## src/rtl/full_st1_pkg.sv

```systemverilog
// Shared definitions for the full_st1 tap-memory arbiter: FSM state encoding,
// burst identifier codes and the default write-to-read turnaround length.
package full_st1_pkg;

  typedef enum logic [2:0] {
    ST_IDLE   = 3'd0,
    ST_UPDATE = 3'd1,
    ST_LOAD   = 3'd2,
    ST_READ   = 3'd3,
    ST_TURN   = 3'd4
  } state_e;

  // Burst ids double as the round-robin last-granted codes
  localparam logic [1:0] DONE_ERROR = 2'd0;
  localparam logic [1:0] DONE_LOAD  = 2'd1;
  localparam logic [1:0] DONE_READ  = 2'd2;

  localparam int TURN_CYC_DEF = 2;

  function automatic logic [2:0] grant_of(input state_e st);
    logic [2:0] g;
    case (st)
      ST_UPDATE: g = 3'b001;
      ST_LOAD:   g = 3'b010;
      ST_READ:   g = 3'b100;
      default:   g = 3'b000;
    endcase
    return g;
  endfunction

endpackage

```

## src/rtl/full_st1_rr_pick3.sv

```systemverilog
// Three-way round-robin selector: starts searching just after the last-granted
// agent. req/pick bit order is {read, load, error}.
module full_st1_rr_pick3
  import full_st1_pkg::*;
(
  input  logic [2:0] req,
  input  logic [1:0] last,
  output logic [2:0] pick
);

  // Rotated fixed-priority search; an out-of-range last behaves like READ
  always_comb begin
    pick = 3'b000;
    case (last)
      DONE_ERROR: begin
        if (req[1])      pick = 3'b010;
        else if (req[2]) pick = 3'b100;
        else if (req[0]) pick = 3'b001;
        else             pick = 3'b000;
      end
      DONE_LOAD: begin
        if (req[2])      pick = 3'b100;
        else if (req[0]) pick = 3'b001;
        else if (req[1]) pick = 3'b010;
        else             pick = 3'b000;
      end
      default: begin
        if (req[0])      pick = 3'b001;
        else if (req[1]) pick = 3'b010;
        else if (req[2]) pick = 3'b100;
        else             pick = 3'b000;
      end
    endcase
  end

endmodule

```

## src/rtl/full_st1_tap_arbiter.sv

```systemverilog
// Arbitrates the tap memory port between the error-update, input-load and
// forward-read agents, running one length-latched burst at a time.
module full_st1_tap_arbiter
  import full_st1_pkg::*;
#(
  parameter int ADDR_W   = 4,
  parameter int TURN_CYC = TURN_CYC_DEF
) (
  input  logic              clk,
  input  logic              reset,
  input  logic              load_req,
  input  logic              error_req,
  input  logic              read_req,
  input  logic [ADDR_W-1:0] load_length,
  input  logic [ADDR_W-1:0] error_tap_length,
  input  logic [ADDR_W-1:0] read_length,
  input  logic              load_vld,
  input  logic              error_vld,
  output logic [2:0]        grant,
  output logic              load_rdy,
  output logic              error_rdy,
  output logic              read_rdy,
  output logic              mem_en,
  output logic              mem_we,
  output logic [ADDR_W-1:0] mem_addr,
  output logic              burst_done,
  output logic [1:0]        done_id,
  output logic              busy
);

  localparam int TURN_W = (TURN_CYC > 1) ? $clog2(TURN_CYC) : 1;
  localparam logic [TURN_W-1:0] TURN_LAST = TURN_W'((TURN_CYC > 0) ? (TURN_CYC - 1) : 0);
  localparam logic [ADDR_W-1:0] CNT_ZERO  = {ADDR_W{1'b0}};
  localparam logic [ADDR_W-1:0] CNT_ONE   = {{(ADDR_W-1){1'b0}}, 1'b1};

  state_e              state_q, state_d;
  logic [ADDR_W-1:0]   cnt_q, cnt_d;
  logic [ADDR_W-1:0]   len_q, len_d;
  logic [1:0]          last_q, last_d;
  logic [TURN_W-1:0]   turn_q, turn_d;

  logic [2:0]          pick_s;
  logic                wr_vld_s;
  logic                last_beat_s;
  logic [2:0]          grant_s;
  logic                load_rdy_s, error_rdy_s, read_rdy_s;
  logic                mem_en_s, mem_we_s, done_s, busy_s;
  logic [1:0]          done_id_s;
  state_e              after_wr_s;

  full_st1_rr_pick3 u_pick (
    .req  ({read_req, load_req, error_req}),
    .last (last_q),
    .pick (pick_s)
  );

  assign wr_vld_s    = (state_q == ST_UPDATE) ? error_vld : load_vld;
  assign last_beat_s = (cnt_q == len_q);
  assign after_wr_s  = (TURN_CYC > 0) ? ST_TURN : ST_IDLE;

  // Next-state, counters and per-cycle port outputs
  always_comb begin
    state_d     = state_q;
    cnt_d       = cnt_q;
    len_d       = len_q;
    last_d      = last_q;
    turn_d      = turn_q;
    grant_s     = grant_of(state_q);
    load_rdy_s  = 1'b0;
    error_rdy_s = 1'b0;
    read_rdy_s  = 1'b0;
    mem_en_s    = 1'b0;
    mem_we_s    = 1'b0;
    done_s      = 1'b0;
    done_id_s   = 2'd0;
    busy_s      = (state_q != ST_IDLE);
    case (state_q)
      ST_IDLE: begin
        cnt_d = CNT_ZERO;
        if (pick_s[0]) begin
          state_d = ST_UPDATE;
          len_d   = error_tap_length;
          last_d  = DONE_ERROR;
        end else if (pick_s[1]) begin
          state_d = ST_LOAD;
          len_d   = load_length;
          last_d  = DONE_LOAD;
        end else if (pick_s[2]) begin
          state_d = ST_READ;
          len_d   = read_length;
          last_d  = DONE_READ;
        end else begin
          state_d = ST_IDLE;
        end
      end
      ST_UPDATE, ST_LOAD: begin
        if (wr_vld_s) begin
          mem_en_s = 1'b1;
          mem_we_s = 1'b1;
          if (state_q == ST_UPDATE) begin
            error_rdy_s = 1'b1;
          end else begin
            load_rdy_s = 1'b1;
          end
          if (last_beat_s) begin
            done_s    = 1'b1;
            done_id_s = (state_q == ST_UPDATE) ? DONE_ERROR : DONE_LOAD;
            cnt_d     = CNT_ZERO;
            turn_d    = {TURN_W{1'b0}};
            state_d   = after_wr_s;
          end else begin
            cnt_d = cnt_q + CNT_ONE;
          end
        end else begin
          cnt_d = cnt_q;
        end
      end
      ST_READ: begin
        mem_en_s   = 1'b1;
        read_rdy_s = 1'b1;
        if (last_beat_s) begin
          done_s    = 1'b1;
          done_id_s = DONE_READ;
          cnt_d     = CNT_ZERO;
          state_d   = ST_IDLE;
        end else begin
          cnt_d = cnt_q + CNT_ONE;
        end
      end
      ST_TURN: begin
        if (turn_q == TURN_LAST) begin
          turn_d  = {TURN_W{1'b0}};
          state_d = ST_IDLE;
        end else begin
          turn_d = turn_q + {{(TURN_W-1){1'b0}}, 1'b1};
        end
      end
      default: begin
        state_d = ST_IDLE;
        cnt_d   = CNT_ZERO;
      end
    endcase
  end

  // State registers with synchronous active-low reset
  always_ff @(posedge clk) begin
    if (!reset) begin
      state_q <= ST_IDLE;
      cnt_q   <= CNT_ZERO;
      len_q   <= CNT_ZERO;
      last_q  <= DONE_READ;
      turn_q  <= {TURN_W{1'b0}};
    end else begin
      state_q <= state_d;
      cnt_q   <= cnt_d;
      len_q   <= len_d;
      last_q  <= last_d;
      turn_q  <= turn_d;
    end
  end

  // Outputs are forced quiet for the whole time reset is held low
  assign grant      = reset ? grant_s     : 3'b000;
  assign load_rdy   = reset ? load_rdy_s  : 1'b0;
  assign error_rdy  = reset ? error_rdy_s : 1'b0;
  assign read_rdy   = reset ? read_rdy_s  : 1'b0;
  assign mem_en     = reset ? mem_en_s    : 1'b0;
  assign mem_we     = reset ? mem_we_s    : 1'b0;
  assign mem_addr   = reset ? cnt_q       : CNT_ZERO;
  assign burst_done = reset ? done_s      : 1'b0;
  assign done_id    = reset ? done_id_s   : 2'd0;
  assign busy       = reset ? busy_s      : 1'b0;

endmodule

```

## config.mk

```make
export PLATFORM = sky130hd
export DESIGN_NAME = full_st1_tap_arbiter
export DESIGN_NICKNAME = d
export VERILOG_FILES = /design/src/rtl/full_st1_pkg.sv /design/src/rtl/full_st1_rr_pick3.sv /design/src/rtl/full_st1_tap_arbiter.sv
export SDC_FILE = /design/constraint.sdc
export NUM_CORES = 1
export LEC_CHECK = 0
export CORE_ASPECT_RATIO = 1.4
export CORE_MARGIN = 4
export CORE_UTILIZATION = 40
export CTS_CLUSTER_SIZE = 10
export DETAILED_ROUTE_END_ITERATION = 10
export PLACE_DENSITY = 0.75
export SLEW_MARGIN = 0
export SYNTH_ARGS = -nofsm -noshare
export SYNTH_HDL_FRONTEND = slang
export SYNTH_SLANG_ARGS = --single-unit
```

## constraint.sdc

```tcl
create_clock -name clk -period 1.3 [get_ports clk]
set_clock_uncertainty 0.05 [all_clocks]
set_input_delay 0.195 -clock clk [delete_from_list [all_inputs] [get_ports clk]]
set_output_delay 0.195 -clock clk [all_outputs]
set_load 0.005 [all_outputs]
```

=== Word-level counts from Yosys, hierarchy flattened ===
Index checks and enable logic that the tools add are counted.

* Flip-flop bits (word level): 14
* Latch bits: 0
* Bits in writable memories: 0
* ROM bits: 0
* Input port bits: 19
* Memories: 0

* Add/sub/neg operators: 2
* Multiply operators: 0
* Div/mod/pow operators: 0
* Order comparisons: 0
* Eq/ne operators: 10
* Shift-type cells: 0
* Mux-type cells: 61
* Bitwise logic cells: 1
* Reductions and logical operators: 10

{| class="wikitable"
|+ Operators with widths
! kind !! count
|-
| $mux 3 || 12
|-
| $mux 1 || 26
|-
| $mux 4 || 6
|-
| $mux 2 || 9
|-
| $pmux 3 s4 || 1
|-
| $pmux 4 s3 || 1
|-
| $pmux 3 s3 || 1
|-
| $ne 2x2->1 const B || 4
|-
| $eq 3x2->1 const B || 2
|-
| $pmux 1 s2 || 3
|-
| $pmux 3 s2 || 1
|-
| $reduce_bool 3->1 || 2
|-
| $add 4x1->4 const B || 1
|-
| $eq 4x4->1 || 1
|-
| $pmux 2 s2 || 1
|-
| $reduce_and 2->1 || 2
|-
| $reduce_and 4->1 || 1
|-
| $eq 3x1->1 const B || 1
|-
| $eq 3x3->1 const B || 1
|-
| $logic_not 3->1 || 1
|-
| $reduce_and 3->1 || 1
|-
| $eq 2x1->1 const B || 1
|-
| $logic_not 2->1 || 1
|-
| $reduce_bool 2->1 || 1
|-
| 3 further kinds || 3
|}

=== Longest topological paths before layout ===
* Depth after elaboration: 8
* Mapped depth: 6

=== Modules after synthesis ===
Synthesis repeated with hierarchy kept, for this count alone.

* Cell total of the unflattened synthesis: 130
* Area total of the unflattened synthesis: 1002.2 µm²

{| class="wikitable"
|+ By module, submodules not included
! module !! instances !! cells an instance !! area each (µm²)
|-
| full_st1_tap_arbiter || 1 || 123 || 950.9
|-
| full_st1_rr_pick3 || 1 || 7 || 51.3
|}

=== Least setup slack after synthesis ===
Ideal clock, no wire load.

* Path kind: reg-to-output
* From: reg state_q[2]
* To: out mem_en
* Arrival: 1.115 ns
* Required time: 1.055 ns
* Path slack: -0.060 ns
* Cell stages (with the launch flop): 5
* Path buffers: 1
* Path through: dfxtp_1 buf_2 nand2b_1 nor2_1 or2_1

* Cells in the longest elaborated chain, start to end: 5
* Elaborated cells on any way between the ends: 8
* Classes of those cells: eq/ne: 3; mux: 4; reduce/logical: 1

{| class="wikitable"
|+ RTL lines
! item !! RTL line !! source
|-
| start, declared || full_st1_tap_arbiter.sv:36 || <nowiki>state_e state_q, state_d;</nowiki>
|-
| start signal, assigned || full_st1_tap_arbiter.sv:154 || <nowiki>state_q <= state_d;</nowiki>
|-
| $eq 3x1->1 || full_st1_tap_arbiter.sv:57, full_st1_tap_arbiter.sv:77 ||
|-
| $mux 1 || full_st1_tap_arbiter.sv:57 || <nowiki>assign wr_vld_s = (state_q == ST_UPDATE) ? error_vld : load_vld;</nowiki>
|-
| $mux 1 || full_st1_tap_arbiter.sv:97 || <nowiki>if (wr_vld_s) begin</nowiki>
|-
| $pmux 1 s2 (*) || full_st1_tap_arbiter.sv:77 || <nowiki>case (state_q)</nowiki>
|-
| $mux 1 (*) || full_st1_tap_arbiter.sv:167 || <nowiki>assign mem_en = reset ? mem_en_s : 1'b0;</nowiki>
|-
| end, declared || full_st1_tap_arbiter.sv:23 || <nowiki>output logic mem_en,</nowiki>
|}

Mark *: on every way between the ends. The rest lies on a longest branch, timed or not.

=== Final worst setup path ===
* From: reg len_q[2]
* To: out burst_done

* Cells in the longest elaborated chain, start to end: 5

{| class="wikitable"
|+ RTL lines
! item !! RTL line !! source
|-
| start, declared || full_st1_tap_arbiter.sv:38 || <nowiki>logic [ADDR_W-1:0] len_q, len_d;</nowiki>
|-
| start signal, assigned || full_st1_tap_arbiter.sv:156 || <nowiki>len_q <= len_d;</nowiki>
|-
| $eq 4x4->1 (*) || full_st1_tap_arbiter.sv:58 || <nowiki>assign last_beat_s = (cnt_q == len_q);</nowiki>
|-
| $mux 1 (*) || full_st1_tap_arbiter.sv:105, full_st1_tap_arbiter.sv:121 ||
|-
| $mux 1 || full_st1_tap_arbiter.sv:97 ||
|-
| $pmux 1 s2 (*) || full_st1_tap_arbiter.sv:77 ||
|-
| $mux 1 (*) || full_st1_tap_arbiter.sv:170 || <nowiki>assign burst_done = reset ? done_s : 1'b0;</nowiki>
|-
| end, declared || full_st1_tap_arbiter.sv:26 || <nowiki>output logic burst_done,</nowiki>
|}

Marked as above.

==> metrics.cfg <==
[worst_setup_path]
cp_top_family=simple AND/OR/NAND/NOR gates
slowest_stage=dfxtp_2
worstSetupPathType=reg2out
setup.worst_path.start_class=register
path_buf_inv=2
end_kind=output pin
path_cells=xnor2_2 -> nand4_1 -> buf_4 -> nor4_2 -> buf_2
critPathRequiredTime_ns=1.05
slowest_delay_ns=0.34
critPathMaxFanout=2
arrival_ns=1.50

[sta]
tightest_slew_ns=0.395
fmax_mhz=572
setup_viol=26
slew_violations=0
period_minus_slack_ns=1.75
hold_viol=0
maxSlewHeadroom=0.737
rsz0062_at_grt=yes
fin_ws_ns=-0.449
fin_crit_sh=1.35

[yosys]
yosys-top-cells-area=dfxtp_1, and2_1, a21oi_1, a32oi_1, xnor2_1
synth-seq-area-share=0.281
synthCells=120
synth_edf_count=0
synthArstFlopShare=0
avgSynthCellArea_um2=8.32
syn-num-nets=140
yosysTopAreaCell=dfxtp_1
netlist.area_leader.share=0.281
synthMuxAreaShare=0.0100
ys_types=42
yosysWarningCount=0
synth_flop_cell=dfxtp_1
synthAdderAreaFrac=0.0125
synth_top_family_by_area=simple AND/OR/NAND/NOR gates
syn_area_um2=998
synth_compound_area_frac=0.229
synth.ff_latch_count=14
synth_simple_gate_area_frac=0.361
synth_xor_area_frac=0.0351

[power_and_ir_drop]
netSwitchingFraction=0.394
p_int_mw=2.54
p_switching_mw=1.65
comb_power_share=0.738
total_power_mw=4.18
clockPowerShare=0.076
p_per_area_nw_per_um2=2190
peakVddDrop_mv=1.38
leakagePower_nw=0.795
seqPwrFrac=0.186

[global_routing]
grt.total_usage=0.235
grt_pass1_vias=1381
grt-ovfl-total=0
grt_pass1_wl_mm=6.04
grt_antenna_before_repair=0
grt_max_degree=9

[clocking]
cts_num_sinks=14
clock-root-buffer=clkbuf_4
cts_max_path_buffers=2
path_clk_slew_ns=0.08
insertion_delay_ns=0.29
numCtsBuffers=3
h-tree-depth=1
cts_tree=built

[floorplanning]
initial_core_util=0.418
dieWidth_um=50.2
rows=21
ios=35
die-area_um2=3370
coreArea_um2=2390
die_y_um=67.1

[drt]
ant_nets=0
routed_wl_mm=3.63
vias=1267
drt_pass1_iterations=4
drc_errors=0
post_drt_wl_per_cell_um=15.8
vias_per_cell=5.51
first_iter_violations=21

[finish]
syn_to_final_growth_pct=91.2
final_common_cell=buf_4
finish.cell_count_without_fillers=230
num_antenna_cells=0
post-route-util=0.799
drive_gt1_frac=0.561
final_cell_mix=buf_4, buf_6, clkdlybuf4s50_1, buf_2
nets=217

[hold_path]
hp-class=in2reg

[status]
outcome=complete, but fails checks
failed_checks=setup timing

[placement]
place_hpwl_mm=2.32
dp_cells=207
place.gp.congestion=0.793
io_buffers=34

[run]
cap_violations=0

==> synthesized netlist by cell type (5+ instances only) <==
cell type and count:
a31oi_1 5, and2_1 7, dfxtp_1 14, nand2_1 6, a21oi_1 7, nand4_1 5, nor2_1 8, nand3_1 6
==> metal layers <==
metal  GRT usage  routed length, um
met1       0.226               1310
met3      0.0492                201
met5           0                  0
met4       0.138                 87
met2       0.449               2030
==> cell families (layout without fill, tap and decap cells) <==
group,count (synthesis),in the layout
and+or+nand+nor,56,56
AOI/OAI and AO/OA,32,32
DFF,14,14
buffers and inverters,12,88
xor gates and xnor gates,4,4
adders and majority gates,1,1
muxes,1,1
==> area by class of cell <==
cell class / instances / area (um2)
Fill cell: 151 / 482
Timing Repair Buffer: 82 / 718
Multi-Input combinational cell: 94 / 806
Inverter: 2 / 7.51
Tap cell: 34 / 42.5
Clock buffer: 4 / 36.3
Sequential cell: 14 / 299
==> timing repair <==
action | in CTS | in global routing
buffers inserted | 23 | 10
gates resized for setup | 113 | 25
pin swaps | 25 | 16
hold buffers | 0 | 0
setup endpoints to repair | 30 | 28
gates cloned | 1 | 0
==> power groups by stage <==
| stage | Sequential [mW] | Clock [mW] | Combinational, mW |
|---|---|---|---|
| final | 0.778 | 0.317 | 3.09 |
| after global routing | 0.799 | 0.348 | 3.27 |
| after CTS | 0.764 | 0.322 | 2.83 |
| after detailed placement | 0.726 | 0 | 1.86 |
| after global placement | 0.725 | 0 | 1.79 |
| after floorplan | 0.702 | 0 | 1.22 |
==> registers in the layout, indices dropped and copies added, names as in the netlist <==
name     cells
last_q       2
state_q      3
len_q        4
turn_q       1
cnt_q        4
==> worst register-to-register path: cells and delay by family (launching register included) <==
family,cells,cell delay [ns]
buffers and inverters,2,0.25
DFF,1,0.37
and+or+nand+nor,2,0.55
AOI/OAI and AO/OA,2,0.26
==> final timing paths <==
kind / startpoint / endpoint / slack, ns / depth (start not counted)
setup / recovery: len_q[2] / burst_done / -0.45 / 5
hold / removal: reset / last_q[1] / 0.43 / 3
setup reg to reg: state_q[1] / cnt_q[2] / -0.27 / 6
hold reg to reg: last_q[0] / last_q[0] / 0.45 / 2
==> through the flow <==
step / setup slack, ns / hold slack [ns] / area [um2] / setup TNS, ns
2_1_floorplan: 0.00190 / 0.307 / 1030 / 0
3_3_place_gp: -0.684 / 0.419 / 1560 / -12.67
3_5_place_dp: -0.709 / 0.431 / 1560 / -13.55
4_1_cts: -0.428 / 0.390 / 1850 / -4.83
5_1_grt: -0.548 / 0.432 / 1910 / -6.86
6_report: -0.449 / 0.425 / 1910 / -5.16
No activity file was read; power rests on OpenSTA's default activity.
